### src/rtl/ps2_pkg.sv
// Shared PS/2 receiver definitions: prefix bytes, receiver FSM states and key make codes.
package ps2_pkg;

    localparam logic [7:0] PS2_BREAK = 8'hF0;
    localparam logic [7:0] PS2_EXT   = 8'hE0;

    typedef enum logic [1:0] {IDLE, RECV, CHECK} ps2_rx_state_t;

    // Set-2 make codes used by the keyboard command decoder
    localparam logic [7:0] KEY_0     = 8'h45;
    localparam logic [7:0] KEY_1     = 8'h16;
    localparam logic [7:0] KEY_2     = 8'h1E;
    localparam logic [7:0] KEY_3     = 8'h26;
    localparam logic [7:0] KEY_4     = 8'h25;
    localparam logic [7:0] KEY_5     = 8'h2E;
    localparam logic [7:0] KEY_6     = 8'h36;
    localparam logic [7:0] KEY_7     = 8'h3D;
    localparam logic [7:0] KEY_8     = 8'h3E;
    localparam logic [7:0] KEY_9     = 8'h46;
    localparam logic [7:0] KEY_P     = 8'h4D;
    localparam logic [7:0] KEY_ENTER = 8'h5A;
    localparam logic [7:0] KEY_R     = 8'h2D;
    localparam logic [7:0] KEY_M     = 8'h3A;
    localparam logic [7:0] KEY_N     = 8'h31;
    localparam logic [7:0] KEY_W     = 8'h1D;
    localparam logic [7:0] KEY_A     = 8'h1C;
    localparam logic [7:0] KEY_S     = 8'h1B;
    localparam logic [7:0] KEY_D     = 8'h23;

    // Odd parity holds when data plus parity bit contain an odd number of ones
    function automatic logic parity_ok(input logic [8:0] data_par);
        return ^data_par;
    endfunction

endpackage

### src/rtl/ps2_line_filter.sv
// Synchronises a raw PS/2 line, rejects short glitches and pulses on accepted falling edges.
module ps2_line_filter #(
    parameter int SYNC_STAGES = 2,
    parameter int FILTER_LEN  = 4
) (
    input  logic clk_in,
    input  logic reset_n,
    input  logic line,
    output logic fall
);

    localparam int CW = $clog2(FILTER_LEN + 1);
    localparam logic [CW-1:0] CNT_MAX = CW'(FILTER_LEN - 1);

    logic [SYNC_STAGES-1:0] sync_q;
    logic                   synced;
    logic                   level;
    logic [CW-1:0]          cnt;

    assign synced = sync_q[SYNC_STAGES-1];

    always_ff @(posedge clk_in or negedge reset_n) begin
        if (!reset_n) begin
            sync_q <= '1;
            level  <= 1'b1;
            cnt    <= '0;
            fall   <= 1'b0;
        end else begin
            sync_q <= {sync_q[SYNC_STAGES-2:0], line};
            fall   <= 1'b0;
            if (synced == level) begin
                cnt <= '0;
            end else if (cnt == CNT_MAX) begin
                // FILTER_LEN consecutive differing samples: accept the new level
                level <= synced;
                cnt   <= '0;
                fall  <= !synced;
            end else begin
                cnt <= cnt + 1'b1;
            end
        end
    end

endmodule

### src/rtl/ps2_scancode_rx.sv
// PS/2 device-to-host frame receiver: deserialises frames, folds E0/F0 prefixes, reports key codes.
module ps2_scancode_rx
    import ps2_pkg::*;
#(
    parameter int SYNC_STAGES    = 2,
    parameter int FILTER_LEN     = 4,
    parameter int TIMEOUT_CYCLES = 50000,
    parameter bit PASS_BREAK     = 1'b0
) (
    input  logic          clk_in,
    input  logic          reset_n,
    input  logic          ps2_clock,
    input  logic          ps2_data,
    output logic [7:0]    scancode,
    output logic          valid,
    output logic          extended,
    output logic          is_break,
    output logic          frame_err,
    output logic [7:0]    err_count,
    output ps2_rx_state_t rx_state
);

    // valid is a one-cycle pulse with no backpressure: scancode/extended/is_break are
    // meaningful in the valid cycle and hold until the next one.

    localparam int TW = $clog2(TIMEOUT_CYCLES);
    localparam logic [TW-1:0] TMAX = TW'(TIMEOUT_CYCLES - 1);

    ps2_rx_state_t          state;
    logic [SYNC_STAGES-1:0] data_q;
    logic                   data_s;
    logic                   fall;
    logic [3:0]             bit_cnt;
    logic [9:0]             shreg;
    logic [TW-1:0]          timer;
    logic                   break_pend;
    logic                   ext_pend;
    logic                   timeout;
    logic                   check_bad;
    logic                   err_now;

    ps2_line_filter #(
        .SYNC_STAGES (SYNC_STAGES),
        .FILTER_LEN  (FILTER_LEN)
    ) u_clk_filter (
        .clk_in  (clk_in),
        .reset_n (reset_n),
        .line    (ps2_clock),
        .fall    (fall)
    );

    always_ff @(posedge clk_in or negedge reset_n) begin
        if (!reset_n) data_q <= '1;
        else          data_q <= {data_q[SYNC_STAGES-2:0], ps2_data};
    end
    assign data_s   = data_q[SYNC_STAGES-1];
    assign rx_state = state;

    always_comb begin
        timeout   = (state == RECV) && !fall && (timer == TMAX);
        check_bad = (state == CHECK) && (!parity_ok(shreg[8:0]) || !shreg[9]);
        err_now   = ((state == IDLE) && fall && data_s) || timeout || check_bad;
    end

    always_ff @(posedge clk_in or negedge reset_n) begin
        if (!reset_n) begin
            state      <= IDLE;
            bit_cnt    <= '0;
            shreg      <= '0;
            timer      <= '0;
            break_pend <= 1'b0;
            ext_pend   <= 1'b0;
            scancode   <= '0;
            extended   <= 1'b0;
            is_break   <= 1'b0;
            valid      <= 1'b0;
            frame_err  <= 1'b0;
            err_count  <= '0;
        end else begin
            valid     <= 1'b0;
            frame_err <= err_now;
            if (err_now && err_count != 8'hFF) err_count <= err_count + 1'b1;
            case (state)
                IDLE: begin
                    timer <= '0;
                    if (fall && !data_s) begin
                        bit_cnt <= 4'd1;
                        shreg   <= '0;
                        state   <= RECV;
                    end
                end
                RECV: begin
                    if (fall) begin
                        // LSB first: after ten shifts shreg = {stop, parity, data[7:0]}
                        shreg   <= {data_s, shreg[9:1]};
                        bit_cnt <= bit_cnt + 1'b1;
                        timer   <= '0;
                        if (bit_cnt == 4'd10) state <= CHECK;
                    end else if (timeout) begin
                        state      <= IDLE;
                        bit_cnt    <= '0;
                        break_pend <= 1'b0;
                        ext_pend   <= 1'b0;
                    end else begin
                        timer <= timer + 1'b1;
                    end
                end
                CHECK: begin
                    state   <= IDLE;
                    bit_cnt <= '0;
                    if (check_bad) begin
                        break_pend <= 1'b0;
                        ext_pend   <= 1'b0;
                    end else if (shreg[7:0] == PS2_BREAK) begin
                        break_pend <= 1'b1;
                    end else if (shreg[7:0] == PS2_EXT) begin
                        ext_pend <= 1'b1;
                    end else begin
                        // Suppressed break codes leave the last reported code untouched
                        if (!break_pend || PASS_BREAK) begin
                            scancode <= shreg[7:0];
                            extended <= ext_pend;
                            is_break <= break_pend;
                            valid    <= 1'b1;
                        end
                        break_pend <= 1'b0;
                        ext_pend   <= 1'b0;
                    end
                end
                default: state <= IDLE;
            endcase
        end
    end

endmodule

### config.mk
export PLATFORM = sky130hd
export DESIGN_NAME = ps2_scancode_rx
export DESIGN_NICKNAME = d
export VERILOG_FILES = /design/src/rtl/ps2_pkg.sv /design/src/rtl/ps2_line_filter.sv /design/src/rtl/ps2_scancode_rx.sv
export SDC_FILE = /design/constraint.sdc
export NUM_CORES = 1
export LEC_CHECK = 0
export CAP_MARGIN = 15
export CORE_MARGIN = 2
export CORE_UTILIZATION = 40
export CTS_CLUSTER_DIAMETER = 100
export CTS_CLUSTER_SIZE = 40
export DETAILED_ROUTE_END_ITERATION = 10
export RECOVER_POWER = 100
export SETUP_SLACK_MARGIN = 0.15
export SYNTH_ARGS = -nofsm -noshare
export SYNTH_HDL_FRONTEND = slang
export SYNTH_SLANG_ARGS = --single-unit
### constraint.sdc
create_clock -name clk_in -period 2.43 [get_ports clk_in]
set_input_delay 0.486 -clock clk_in [delete_from_list [all_inputs] [get_ports clk_in]]
set_output_delay 0.486 -clock clk_in [all_outputs]
set_load 0.05 [all_outputs]
### After elaboration in Yosys (flattened, before gate mapping)

Index checks and enable logic that the tools add are counted.

| operators by class | value |
|---|---|
| add/sub/neg operators | 4 |
| equal/unequal tests | 18 |
| multiplexer cells | 34 |
| bitwise logic cells | 5 |
| reduce and logical (&&, ||, !) cells | 28 |

Operators by type and width:

| cell | count |
|---|---|
| 16-bit two-way mux | 2 |
| 16-bit one-hot mux with 2 select lines | 1 |
| 10-bit two-way mux | 2 |
| 10-bit one-hot mux with 2 select lines | 1 |
| 16-bit by 1-bit adder with 16-bit output (second input constant) | 1 |
| 16-bit == test (second input constant) | 1 |
| 8-bit == test (second input constant) | 2 |
| 1-bit two-way mux | 15 |
| 4-bit two-way mux | 3 |
| 4-bit one-hot mux with 3 select lines | 1 |
| 3-bit AND reduction | 3 |
| 9-bit parity | 1 |
| 8-bit by 1-bit adder with 8-bit output (second input constant) | 1 |
| 2-bit two-way mux | 4 |
| 8-bit != test (second input constant) | 1 |
| 4-bit AND reduction | 2 |
| 1-bit logical AND | 7 |
| 3-bit two-way mux | 2 |
| 3-bit by 2-bit != test with 1-bit output (second input constant) | 2 |
| 3-bit != test (second input constant) | 2 |
| 1-bit zero test | 5 |
| 1-bit inverter | 5 |
| 5-bit AND reduction | 1 |
| 4-bit by 1-bit adder with 4-bit output (second input constant) | 1 |
| other kinds (16) | 23 |

| storage, ports and cells | value |
|---|---|
| flip-flop bits (word level) | 62 |
| bits of input ports | 4 |
| output and inout port bits | 22 |
| logic and storage cells | 105 |

### Depth between registers and ports, before layout

Gate-level depths: netlist of the first run.

| depth | value |
|---|---|
| depth in word-level cells | 6 |
| gate-level depth with buffers | 8 |
| mapped depth without buffers | 7 |

### Cells and area by module

Synthesis of the first run repeated with hierarchy kept, for this count alone.

| second synthesis, totals | value |
|---|---|
| cells, all modules | 292 |
| area total of the unflattened synthesis | 3,120.5 sq um |

By module, submodules not included:

| module | times used | cells an instance | area an instance (sq um) | seq. area each (sq um) |
|---|---|---|---|---|
| ps2_scancode_rx | 1 | 277 | 2,855.2 | 1,378.8 |
| ps2_line_filter | 1 | 15 | 265.3 | 178.9 |

### Worst setup path before layout of the first run

OpenSTA, ideal clock, no wires.

| timing path | value |
|---|---|
| path kind | flip-flop to flip-flop |
| from | reg state[1] (netlist: rx_state[1]) |
| to | reg err_count[7] |
| library setup time | 0.125 ns |
| data arrival time | 2.246 ns |
| data required time | 2.305 ns |
| path slack | 0.059 ns |
| stages on the path, launching flop included | 9 |
| path buffers | 1 |
| path through | dfrtp_1 -> inv_1 -> ha_1 -> nand2b_1 -> nor3_2 -> a2bb2o_1 -> buf_4 -> o2111ai_2 -> mux2_4 |

| between the ends | value |
|---|---|
| cells in the longest elaborated chain, start to end | 6 |

Ends and longest elaborated chain:

| element | RTL line | text |
|---|---|---|
| start, declared | ps2_scancode_rx.sv:29 | `ps2_rx_state_t state;` |
| start signal, assigned | ps2_scancode_rx.sv:67 | `state <= IDLE;` |
| start signal, assigned | ps2_scancode_rx.sv:89 | `state <= RECV;` |
| start signal, assigned | ps2_scancode_rx.sv:98 | `if (bit_cnt == 4'd10) state <= CHECK;` |
| 2-bit by 1-bit == test with 1-bit output or 2-bit zero test (tied branches) | ps2_scancode_rx.sv:60, ps2_scancode_rx.sv:62 |  |
| 1-bit logical AND (on tied branches) (2 in a row) | ps2_scancode_rx.sv:60, ps2_scancode_rx.sv:62 |  |
| 1-bit logical OR | ps2_scancode_rx.sv:62 | `err_now = ((state == IDLE) && fall && data_s) \|\| timeout \|\| check_bad;` |
| 1-bit logical OR (*) | ps2_scancode_rx.sv:62 |  |
| 1-bit logical AND (*) | ps2_scancode_rx.sv:82 | `if (err_now && err_count != 8'hFF) err_count <= err_count + 1'b1;` |
| end signal, assigned | ps2_scancode_rx.sv:82 |  |
| end, declared | ps2_scancode_rx.sv:19 | `output logic [7:0] err_count,` |

Mark *: on every way between the ends. The rest lies on a longest branch, timed or not.
A chain may end at the register's enable or synchronous reset.

### Final worst setup path of the first run

| timing path | value |
|---|---|
| from | reg shreg[1] |
| to | reg extended |

| between the ends | value |
|---|---|
| cells in the longest elaborated chain, start to end | 6 |

Ends and longest elaborated chain:

| element | RTL line | text |
|---|---|---|
| start, declared | ps2_scancode_rx.sv:34 | `logic [9:0] shreg;` |
| start signal, assigned | ps2_scancode_rx.sv:95 | `shreg <= {data_s, shreg[9:1]};` |
| 9-bit parity | ps2_pkg.sv:32 | `return ^data_par;` |
| 1-bit zero test | ps2_scancode_rx.sv:61 | `check_bad = (state == CHECK) && (!parity_ok(shreg[8:0]) \|\| !shreg[9]);` |
| 1-bit logical OR | ps2_scancode_rx.sv:61 |  |
| 1-bit logical AND | ps2_scancode_rx.sv:61 |  |
| 1-bit inverter (no source line) | -- |  |
| 5-bit AND reduction (no source line) (*) | -- |  |
| end signal, assigned | ps2_scancode_rx.sv:122 | `extended <= ext_pend;` |
| end, declared | ps2_scancode_rx.sv:16 | `output logic extended,` |

Marked as above.

==> impl_metrics.env, run 1 <==
export IMPL_path_depth=8
export IMPL_syn_nets=306
export IMPL_ff2ff_path_depth=8
export IMPL_p_per_area_nw_per_um2=799
export IMPL_critical_path_top_delay_family="XOR/XNOR gates"
export IMPL_grt_pass1_vias=2334
export IMPL_cts_made_buffers=9
export IMPL_synth_async_reset_ratio=1.00
export IMPL_swShare=0.325
export IMPL_fin_crit_sh=0.965
export IMPL_synth_warnings=0
export IMPL_grt_max_degree=42
export IMPL_arrival_ns=2.57
export IMPL_slowest_delay_ns=0.41
export IMPL_antenna_left=0
export IMPL_initial_core_util=0.410
export IMPL_clk_path_buf_depth=2
export IMPL_grt_setup_unrepaired="yes"
export IMPL_root_buffer="clkbuf_8"
export IMPL_finalWorstPathRequiredPeriod_ns=2.35
export IMPL_crit_chain="inv_2 -> ha_4 -> xnor3_1 -> xnor2_2 -> nand3_1 -> or3b_4 -> buf_6 -> mux2_4"
export IMPL_end_kind="flip-flop"
export IMPL_syn_area_per_cell_sq_um=10.9
export IMPL_fp_coreArea_sq_um=7650
export IMPL_outcome="completed"
export IMPL_tightest_slew_ns=1.17
export IMPL_ys_flop_type="dfrtp_1"
export IMPL_io_buffers=24
export IMPL_seq_power_share=0.408
export IMPL_vdd_drop_max_uv=346
export IMPL_die_x_microns=92.5
export IMPL_path_buf_inv=2
export IMPL_cts_sinks=62
export IMPL_area_growth_synth_to_final_pct=22.2
export IMPL_cts_tree="built"
export IMPL_ios=26
export IMPL_slowest_stage="xnor3_1"
export IMPL_setup_violations=0
export IMPL_switchingPower_w=0.000995
export IMPL_hold_path_class="primary input to async pin"
export IMPL_grt_pass1_wl_microns=11000
export IMPL_vias=2309
export IMPL_drtPass1Iterations=4
export IMPL_worstSetupStartpointType="flip-flop"
export IMPL_cts_hold_buf=0
export IMPL_ys_seq_elements=62
export IMPL_grt_antenna_before_repair=0
export IMPL_cp_required_ns=2.65
export IMPL_r2r_end="extended"
export IMPL_globalplace_congestion=0.802
export IMPL_fmax_ghz=0.426
export IMPL_num_antenna_cells=0
export IMPL_hold_viol_final=0
export IMPL_critPathKind="flip-flop to flip-flop"
export IMPL_drc=0
export IMPL_grtUsageTotal=0.166
export IMPL_combPwrFrac=0.266
export IMPL_finalPower_w=0.00306
export IMPL_dieArea_sq_um=8560
export IMPL_p_leak_nw=1.81
export IMPL_slew_violations=0
export IMPL_cap_violations=0
export IMPL_fin_skew_ns=0.0110
export IMPL_ys_types=54
export IMPL_syn_area_sq_um=3140
export IMPL_clk_latency_ns=0.35
export IMPL_routedWlPerCell_microns=14.2
export IMPL_fin_tns_setup_ns=0
export IMPL_gr_total_overflow=0
export IMPL_die_h_microns=92.5
export IMPL_clkPwrFrac=0.326
export IMPL_r2r_setup_slack_ns=0.08
export IMPL_clk_pin_slew_ns=0.07
export IMPL_mostFrequentLayoutCell="dfrtp_1"
export IMPL_dp_hpwl_microns=4270
export IMPL_r2r_start="shreg[1]"
export IMPL_fin_nets=353
export IMPL_rows=32
export IMPL_ys_seq_area_frac=0.497
export IMPL_synth_edff_count=0
export IMPL_relSlewSlack=0.221
export IMPL_syn_inst=288
export IMPL_h_tree_depth=3
export IMPL_worstPathMaxFanout=5
export IMPL_routed_wl_microns=6300
export IMPL_final_cell_mix="56 x dfrtp_1, 28 x nand2_1, 23 x dlygate4sd3_1, 18 x inv_1, 15 x nor2_1"
export IMPL_drive_above_1_share=0.179
export IMPL_drt_iter0_markers=114
export IMPL_via_per_inst=5.22
export IMPL_internal_power_w=0.00207
==> flip-flops by register name, summed over array words and instances, names as in the netlist <==
| signal | cells |
|---|---|
| u_clk_filter.sync_q | 2 |
| u_clk_filter.fall | 1 |
| break_pend | 1 |
| u_clk_filter.level | 1 |
| frame_err | 1 |
| extended | 1 |
| shreg | 10 |
| rx_state | 2 |
| bit_cnt | 4 |
| ext_pend | 1 |
| err_count | 8 |
| valid | 1 |
| u_clk_filter.cnt | 3 |
| scancode | 8 |
| data_q | 2 |
| timer | 16 |
==> layer usage <==
layer / part of all wire / wire (microns) / GRT usage
met1: 0.47 / 2980 / 0.217
met4: 0.016 / 103 / 0.0709
met2: 0.46 / 2900 / 0.254
met3: 0.049 / 308 / 0.0513
met5: 0 / 0 / 0
==> logic make-up after synthesis <==
group | after synthesis | synth area share
AOI/OAI and AO/OA | 56 | 0.123
xor gates and xnor gates | 17 | 0.0519
adders and majority gates | 14 | 0.0559
buffers and inverters | 27 | 0.0379
DFF | 62 | 0.497
muxes | 17 | 0.0738
other | 1 | 0.00120
and+or+nand+nor | 94 | 0.160
==> power by group through the flow <==
stage	combinational [W]	clock [W]	sequential [W]
2_1_floorplan	0.000545	0	0.00129
3_3_place_gp	0.000794	0	0.00127
3_5_place_dp	0.000808	0	0.00127
4_1_cts	0.000836	0.00103	0.00125
5_1_grt	0.000916	0.00109	0.00127
6_report	0.000814	0.000999	0.00125
==> area by class of cell <==
type / instances / area (sq um)
multi-input combinational: 199 / 1480
sequential: 62 / 1560
fill: 717 / 3820
inverter: 19 / 71.3
timing repair buffer: 44 / 378
clock buffer: 12 / 145
tap: 102 / 128
clock inverter: 4 / 70.1
==> timing repair <==
action | in CTS | in global routing
setup endpoints to repair | 12 | 29
pin swaps | 2 | 4
gates resized for setup | 8 | 6
setup buffers | 5 | 4
gates cloned | 1 | 0
==> per-stage QoR <==
stage	instance area (sq um)	hold slack [ns]	util	std cells	worst slack, ns
after floorplan	3150	0.190	-	288	0.152
after global placement	3550	0.346	0.464	416	0.0842
after detailed placement	3550	0.347	0.464	416	0.0199
after CTS	3840	0.118	0.502	438	0.0568
after global routing	3830	0.360	0.501	442	0.0176
final	3830	0.350	0.501	442	0.0840
==> cell usage after synthesis (2+ instances only) <==
cell type  count  share of area
xor2_1         4          0.011
o31ai_1        9          0.022
o21ai_1        2         0.0032
nor2b_1        3         0.0060
o211ai_1       4         0.0096
clkbuf_1       3         0.0036
or2_2          2         0.0040
mux2_4        11          0.053
nor2_1        15          0.018
nor3b_1        2         0.0048
o2bb2ai_1      2         0.0056
nand2b_1       4         0.0080
a21o_1         3         0.0072
a21oi_1       10          0.016
a211oi_1       2         0.0048
and3_1         6          0.012
o22ai_1        2         0.0040
mux2_1         2         0.0072
or4_1          4         0.0096
buf_2          2         0.0032
inv_1         19          0.023
nor4_1         2         0.0040
dfstp_2        5          0.042
nor3_1         4         0.0064
nand4_1        3         0.0060
nand3_1       14          0.022
ha_1          14          0.056
o21ai_0       12          0.019
mux2_2         3          0.011
xnor2_1       12          0.034
dfrtp_1       57           0.45
nand2_1       28          0.034
buf_4          2         0.0048
==> worst max path at each step <==
stage | from | endpoint | slack [ns]
4_1_cts | shreg[1] | extended | 0.06
5_1_grt | shreg[1] | scancode[5] | 0.02
3_3_place_gp | shreg[2] | extended | 0.08
6_report | shreg[1] | extended | 0.08
3_5_place_dp | shreg[2] | scancode[2] | 0.02
2_1_floorplan | shreg[2] | err_count[7] | 0.15
Power figures use the tool's default switching activity.
==> run 2: changes to the inputs <==
- SLEW_MARGIN: unset -> 20
==> results of run 2 <==
The final DEF is identical to that of run 1; final timing and power are the same.
==> run 3: changes to the inputs <==
==> constraint.sdc (replaced) <==
create_clock -name clk_in -period 2.43 [get_ports clk_in]
set_input_delay 0.3645 -clock clk_in [delete_from_list [all_inputs] [get_ports clk_in]]
set_output_delay 0.3645 -clock clk_in [all_outputs]
set_load 0.05 [all_outputs]
==> run 3 against run 2 <==
Effect of this change:
- the flow now finishes with violations (max-capacitance violations, max-slew violations)
- sequential share of layout area grew 0.093 points
- fmax grew 0.52%
- via count shrank 3.6%
- non-clock buffer count down 2
- global-route usage decreased by 0.89 points
- critical endpoint is now scancode[4]
- highest routed layer unchanged
==> impl_metrics.env, run 3 (same netlist as run 1, synthesis figures left out) <==
export IMPL_drc=0
export IMPL_combPwrFrac=0.276
export IMPL_hold_viol_final=0
export IMPL_r2r_setup_slack_ns=0.1
export IMPL_grt_setup_unrepaired="yes"
export IMPL_grt_max_degree=34
export IMPL_initial_core_util=0.410
export IMPL_slowest_stage="xnor3_1"
export IMPL_via_per_inst=5.06
export IMPL_swShare=0.335
export IMPL_internal_power_w=0.00197
export IMPL_place_area_sq_um=3550
export IMPL_max_flop_register="timer"
export IMPL_die_h_microns=92.5
export IMPL_dp_hpwl_microns=4170
export IMPL_startpoint="shreg[3]"
export IMPL_fin_tns_setup_ns=0
export IMPL_r2r_start="shreg[3]"
export IMPL_clkPwrFrac=0.300
export IMPL_routedWlPerCell_microns=13.9
export IMPL_drt_iter0_markers=127
export IMPL_p_per_area_nw_per_um2=773
export IMPL_cts_tree="built"
export IMPL_r2r_end="scancode[4]"
export IMPL_slowest_delay_ns=0.41
export IMPL_grtUsageTotal=0.157
export IMPL_seq_power_share=0.424
export IMPL_grt_pass1_wl_microns=10500
export IMPL_fin_crit_sh=0.960
export IMPL_fin_nets=351
export IMPL_largest_reg_flops=16
export IMPL_tightest_slew_ns=1.67
export IMPL_clk_path_buf_depth=2
export IMPL_arrival_ns=2.55
export IMPL_cts_sinks=62
export IMPL_endpoint="scancode[4]"
export IMPL_worstPathMaxFanout=5
export IMPL_fin_skew_ns=0.00981
export IMPL_die_x_microns=92.5
export IMPL_drive_above_1_share=0.183
export IMPL_cp_required_ns=2.64
export IMPL_switchingPower_w=0.000988
export IMPL_grt_antenna_before_repair=0
export IMPL_final_cell_mix="56 x dfrtp_1, 28 x nand2_1, 23 x dlygate4sd3_1, 17 x inv_1, 15 x nor2_1"
export IMPL_top_regs="timer (16), shreg (10)"
export IMPL_clk_pin_slew_ns=0.07
export IMPL_gr_total_overflow=0
export IMPL_antenna_left=0
export IMPL_routed_wl_microns=6100
export IMPL_critPathKind="flip-flop to flip-flop"
export IMPL_path_buf_inv=2
export IMPL_critical_path_top_delay_family="XOR/XNOR gates"
export IMPL_hold_path_class="flip-flop to flip-flop"
export IMPL_h_tree_depth=3
export IMPL_cts_made_buffers=9
export IMPL_ios=26
export IMPL_globalplace_congestion=0.797
export IMPL_finalWorstPathRequiredPeriod_ns=2.33
export IMPL_p_leak_nw=1.80
export IMPL_violations="max-capacitance violations, max-slew violations"
export IMPL_worstSetupStartpointType="flip-flop"
export IMPL_drtPass1Iterations=4
export IMPL_rows=32
export IMPL_io_buffers=24
export IMPL_vdd_drop_max_uv=393
export IMPL_dieArea_sq_um=8560
export IMPL_slew_violations=30
export IMPL_area_growth_synth_to_final_pct=21.9
export IMPL_vias=2227
export IMPL_outcome="complete, but fails checks"
export IMPL_relSlewSlack=-0.115
export IMPL_path_depth=8
export IMPL_finish_utilization=0.500
export IMPL_root_buffer="clkbuf_8"
export IMPL_design_area_sq_um=3820
export IMPL_fp_coreArea_sq_um=7650
export IMPL_crit_chain="inv_2 -> ha_4 -> xnor3_1 -> xnor2_2 -> nand3_1 -> or3b_4 -> buf_6 -> mux2_4"
export IMPL_grt_pass1_vias=2177
export IMPL_fmax_ghz=0.428
export IMPL_clk_latency_ns=0.33
export IMPL_cap_violations=1
export IMPL_setup_violations=0
export IMPL_end_kind="flip-flop"
export IMPL_num_antenna_cells=0
export IMPL_mostFrequentLayoutCell="dfrtp_1"
export IMPL_ff2ff_path_depth=8
==> run 3: layout make-up <==
cell class | count | area, sq um
clock buffers | 12 | 145
clock inverters | 4 | 47.5
fillers | 703 | 3820
inverters | 19 | 71.3
multi-input cells | 199 | 1490
flip-flops and latches | 62 | 1560
well taps | 102 | 128
repair buffers | 42 | 383
==> run 3: layer usage <==
metal	track usage	wire (microns)
met1	0.224	3150
met5	0	0
met2	0.229	2680
met4	0.0721	115
met3	0.0317	152
==> run 3: worst min path at each step <==
stage,startpoint,endpoint,slack [ns],depth (start not counted)
2_1_floorplan,reset_n,bit_cnt[0],0.07,0
3_3_place_gp,data_q[0],data_q[1],0.35,0
3_5_place_dp,u_clk_filter.sync_q[0],u_clk_filter.sync_q[1],0.35,0
4_1_cts,reset_n,err_count[0],0.08,1
5_1_grt,data_q[0],data_q[1],0.36,0
6_report,u_clk_filter.sync_q[0],u_clk_filter.sync_q[1],0.36,0
==> run 3: metrics by stage <==
step | power [W] | setup WS, ns | instances | hold WS [ns]
6_report | 0.00295 | 0.0961 | 440 | 0.356
5_1_grt | 0.00316 | -0.00127 | 440 | 0.358
4_1_cts | 0.00300 | 0.0781 | 436 | 0.0766
3_5_place_dp | 0.00208 | 0.0330 | 416 | 0.347
3_3_place_gp | 0.00206 | 0.0835 | 416 | 0.346
2_1_floorplan | 0.00184 | 0.152 | 288 | 0.0689
==> run 3: power by group through the flow <==
stage / Clock, W / Sequential, W / Combinational [W]
4_1_cts: 0.000916 / 0.00125 / 0.000832
5_1_grt: 0.000971 / 0.00127 / 0.000916
6_report: 0.000888 / 0.00125 / 0.000814
3_5_place_dp: 0 / 0.00127 / 0.000805
2_1_floorplan: 0 / 0.00129 / 0.000545
3_3_place_gp: 0 / 0.00127 / 0.000793
==> run 3: timing repair <==
item | in CTS | in global routing
buffers inserted | 4 | 3
gates resized for setup | 3 | 14
gates cloned | 0 | 1
endpoints found under the hold margin | 0 | 0
pin swaps | 1 | 3
setup endpoints to repair | 14 | 22
hold buffers | 0 | 0
